$ cat src/rtl/decoder.sv
// Registered triple BCD-to-7-segment decoder for the M:SS microwave timer display.
// Define DECODER_ACTIVE_LOW_SEG_EN to invert every output bit for common-anode digits.
module decoder (
  input  logic       clk,
  input  logic       rst,
  input  logic [3:0] sec_unidades,
  input  logic [3:0] sec_dezenas,
  input  logic [3:0] minutos,
  output logic [6:0] seg_unidades,
  output logic [6:0] seg_dezenas,
  output logic [6:0] seg_minutos
);

`ifdef DECODER_ACTIVE_LOW_SEG_EN
  localparam logic [6:0] POL_MASK = 7'h7F;
`else
  localparam logic [6:0] POL_MASK = 7'h00;
`endif

  // Bit order a..g on [6:0]. Codes 10..15 and X/Z inputs show a lone g segment.
  function automatic logic [6:0] bcd_to_seg(input logic [3:0] bcd);
    logic [6:0] seg;
    case (bcd)
      4'd0:    seg = 7'h7E;
      4'd1:    seg = 7'h30;
      4'd2:    seg = 7'h6D;
      4'd3:    seg = 7'h79;
      4'd4:    seg = 7'h33;
      4'd5:    seg = 7'h5B;
      4'd6:    seg = 7'h5F;
      4'd7:    seg = 7'h70;
      4'd8:    seg = 7'h7F;
      4'd9:    seg = 7'h7B;
      default: seg = 7'h01;
    endcase
    return seg;
  endfunction

  logic [6:0] next_unidades_s;
  logic [6:0] next_dezenas_s;
  logic [6:0] next_minutos_s;
  logic [6:0] seg_unidades_r;
  logic [6:0] seg_dezenas_r;
  logic [6:0] seg_minutos_r;

  // Decode each digit and apply the display polarity.
  always_comb begin
    next_unidades_s = bcd_to_seg(sec_unidades) ^ POL_MASK;
    next_dezenas_s  = bcd_to_seg(sec_dezenas)  ^ POL_MASK;
    next_minutos_s  = bcd_to_seg(minutos)      ^ POL_MASK;
  end

  // Output registers; reset blanks all digits and overrides the decode.
  always_ff @(posedge clk) begin
    if (rst) begin
      seg_unidades_r <= POL_MASK;
      seg_dezenas_r  <= POL_MASK;
      seg_minutos_r  <= POL_MASK;
    end else begin
      seg_unidades_r <= next_unidades_s;
      seg_dezenas_r  <= next_dezenas_s;
      seg_minutos_r  <= next_minutos_s;
    end
  end

  assign seg_unidades = seg_unidades_r;
  assign seg_dezenas  = seg_dezenas_r;
  assign seg_minutos  = seg_minutos_r;

endmodule

$ cat config.mk
export PLATFORM = sky130hd
export DESIGN_NAME = decoder
export DESIGN_NICKNAME = d
export VERILOG_FILES = /design/src/rtl/decoder.sv
export SDC_FILE = /design/constraint.sdc
export NUM_CORES = 1
export LEC_CHECK = 0
export BUFFER_PORTS_ARGS = -buffer_cell sky130_fd_sc_hd__buf_2
export CAP_MARGIN = 20
export CORE_MARGIN = 3
export CORE_UTILIZATION = 49
export DETAILED_ROUTE_END_ITERATION = 7
export GPL_TIMING_DRIVEN = 0
export PLACE_DENSITY = 0.75
export REMOVE_ABC_BUFFERS = 1
export SLEW_MARGIN = 25
export SYNTH_ARGS = -nofsm -noshare
export SYNTH_HDL_FRONTEND = slang
export SYNTH_SLANG_ARGS = --single-unit
$ cat constraint.sdc
create_clock -name clk -period 1.1 [get_ports clk]
set_input_delay 0.165 -clock clk [delete_from_list [all_inputs] [get_ports clk]]
set_output_delay 0.165 -clock clk [all_outputs]
set_load 0.03 [all_outputs]
==> results_dict.tcl <==
set metrics [dict create \
    grt_overflow 0 \
    power_density_mw_per_mm2 1210 \
    gp_congestion 0.8204 \
    cts_tree "yes" \
    syn_inst 120 \
    vias 855 \
    crit_path_end_kind "primary output" \
    vias_per_cell 4.750 \
    tightestPinTransition_ps 340.9 \
    cts.sinks 21 \
    die_h_um 52.89 \
    yosysTopAreaCell "dfxtp_1" \
    fin_ws_ps 114.4 \
    setup_violations 0 \
    drive_above_1_share_pct 26.80 \
    track_usage_pct 13.74 \
    placed_area_mm2 0.001250 \
    routedWlPerCell_um 10.06 \
    timing.fmax_mhz 1015 \
    crit_slowest_cell "dfxtp_1" \
    fin_nets 186 \
    grt_setup_unrepaired "no" \
    holdBufCountCts 0 \
    core-area_mm2 0.002022 \
    min_period_ps 985.6 \
    drc 0 \
    root_buffer "clkbuf_4" \
    timing.slew.headroom_pct 77.27 \
    avgSynthCellArea_um2 8.977 \
    startpoint_type "register" \
    hold-path-endpoint "seg_minutos[4]$_SDFF_PP0_" \
    synthToLayoutAreaGrowth_pct 18.58 \
    cts_setup_buffers 0 \
    cts_resized 0 \
    dr.pass1.iters 4 \
    synthTopCellsByArea "dfxtp_1, ha_1, nor2_1" \
    initial_core_util_pct 53.28 \
    worstPathMaxFanout 1 \
    htreeDepth 1 \
    ys_ff_latch 21 \
    syn_area_mm2 0.001077 \
    grt_pass1_wl_mm 2.884 \
    clkTransAtPathRegs_ps 110 \
    num_antenna_cells 0 \
    max-cap-violations 0 \
    crit_path_cell_trace "buf_2" \
    grt_pass1_vias 713 \
    layoutNonFillerInstCount 180 \
    post-place-ws_ps -106.9 \
    crit_arrival_ps 820 \
    cts_made_buffers 3 \
    fin_crit_sh_pct 89.60 \
    hp-start "minutos[3]" \
    critPathBufInv 1 \
    required_ps 940 \
    antenna_found_initial 0 \
    status "finished clean" \
    dpl.cell_count 176 \
    utilization_pct 63.18 \
    synth_top_cell_area_share_pct 39.02 \
    vdd_drop_max_uv 642.6 \
    cpPeakStageDelay_ps 340 \
    synth_cell_types 28 \
    hp-class "primary input to register" \
    antenna_left 0 \
    hpwl_mm 1.463 \
    hold_depth 2 \
    final_area_mm2 0.001277 \
    critPathTopFamily "flip-flops" \
    place.port_buffers 34 \
    drv_slew 0 \
    first_iter_violations 4 \
    wl_mm 1.811 \
    grt_max_degree 21 \
    p_leak_uw 0.0006664 \
    rows 16 \
    die_area_mm2 0.002797 \
    synth_seq_area_share_pct 39.02 \
    critical_path_class "register to primary output" \
    num_io_pins 35 \
    die_w_um 52.89 \
    hold_violations 0 \
    hold_slack_ps 177.4 \
    clock_path_buffers 2 \
    ys_warn_count 0 \
]
==> per-stage QoR <==
step | total power, µW | setup TNS (ps)
global placement | 1207 | -78.11
global route | 1628 | 0
detailed placement | 1213 | -125.4
CTS | 1559 | 0
finish | 1545 | 0
floorplan | 1079 | 0
==> cell usage after synthesis <==
| master | instances |
|---|---|
| buf_4 | 1 |
| nand2_1 | 8 |
| a21oi_1 | 9 |
| buf_6 | 1 |
| clkbuf_1 | 2 |
| nor2_1 | 14 |
| a22oi_1 | 2 |
| mux2i_1 | 1 |
| ha_1 | 18 |
| a211oi_1 | 1 |
| inv_1 | 10 |
| o21ai_1 | 3 |
| or2_1 | 1 |
| o21ai_0 | 4 |
| o31ai_1 | 4 |
| buf_2 | 1 |
| dfxtp_1 | 21 |
| nand4_1 | 1 |
| nor2b_1 | 2 |
| a21o_1 | 1 |
| nand2b_1 | 4 |
| o21a_1 | 5 |
| or4_1 | 1 |
| nor3b_1 | 1 |
| inv_2 | 1 |
| a21oi_2 | 1 |
| a311oi_1 | 1 |
| inv_4 | 1 |
==> cells in the final DEF (no fill, tap or decap) <==
cell type / n
buf_2: 34
dfxtp_1: 21
ha_1: 18
nor2_1: 14
inv_1: 10
a21oi_1: 9
nand2_1: 8
o21a_1: 5
o21ai_0: 4
nand2b_1: 4
o31ai_1: 4
o21ai_1: 3
clkbuf_4: 3
nor2b_1: 2
a22oi_1: 2
inv_4: 1
or4_1: 1
mux2i_1: 1
or2_1: 1
a21oi_2: 1
nor3b_1: 1
a211oi_1: 1
inv_2: 1
nand4_1: 1
a311oi_1: 1
a21o_1: 1
clkinv_2: 1
==> power by group <==
part	total (µW)	switching, µW	leakage (µW)	internal (µW)
logic	371	251	0.000474	120
registers	823	10.4	0.000175	813
clock network	351	216	0.0000177	135
total	1550	478	0.000666	1070
==> flip-flops by register name (all words and copies together) (netlist names) <==
name and count:
seg_dezenas 7, seg_minutos 7, seg_unidades 7
==> layer usage <==
metal / up-vias / global-route usage (%) / share of wire (%)
met3: 0 / 3.662 / 5.5
met1: 373 / 16.55 / 45
met2: 19 / 23.76 / 50
li1: 463 / - / -
met4: 0 / 3.830 / 0
met5: - / 0 / 0
==> cell type report <==
class                      instances  area (µm²)
sequential                        21       420.4
fill                             188       744.5
clock buffer                       3       22.52
multi-input combinational         82       578.1
tap                               27       33.78
clock inverter                     1       5.005
timing repair buffer              34       170.2
inverter                          12       47.55
==> logic make-up (layout without fill, tap and decap cells) <==
| group | Yosys count | in the layout | share of synthesized area [%] |
|---|---|---|---|
| and+or+nand+nor | 32 | 32 | 13.71 |
| buffers and inverters | 17 | 50 | 7.317 |
| muxes | 1 | 1 | 0.9292 |
| DFF | 21 | 21 | 39.02 |
| AOI/OAI and AO/OA | 31 | 31 | 18.12 |
| adders and majority gates | 18 | 18 | 20.91 |
==> worst max path at each step <==
stage	start	end	slack, ps	cells past startpoint
3_5_place_dp	sec_dezenas[1]	seg_dezenas[6]$_SDFF_PP0_	-110	5
5_1_grt	seg_dezenas[4]$_SDFF_PP0_	seg_dezenas[4]	70	1
3_3_place_gp	sec_dezenas[1]	seg_dezenas[6]$_SDFF_PP0_	-80	5
4_1_cts	seg_dezenas[3]$_SDFF_PP0_	seg_dezenas[3]	110	1
2_1_floorplan	sec_dezenas[0]	seg_dezenas[6]$_SDFF_PP0_	100	4
6_report	seg_dezenas[3]$_SDFF_PP0_	seg_dezenas[3]	110	1
Power figures use the tool's default switching activity.
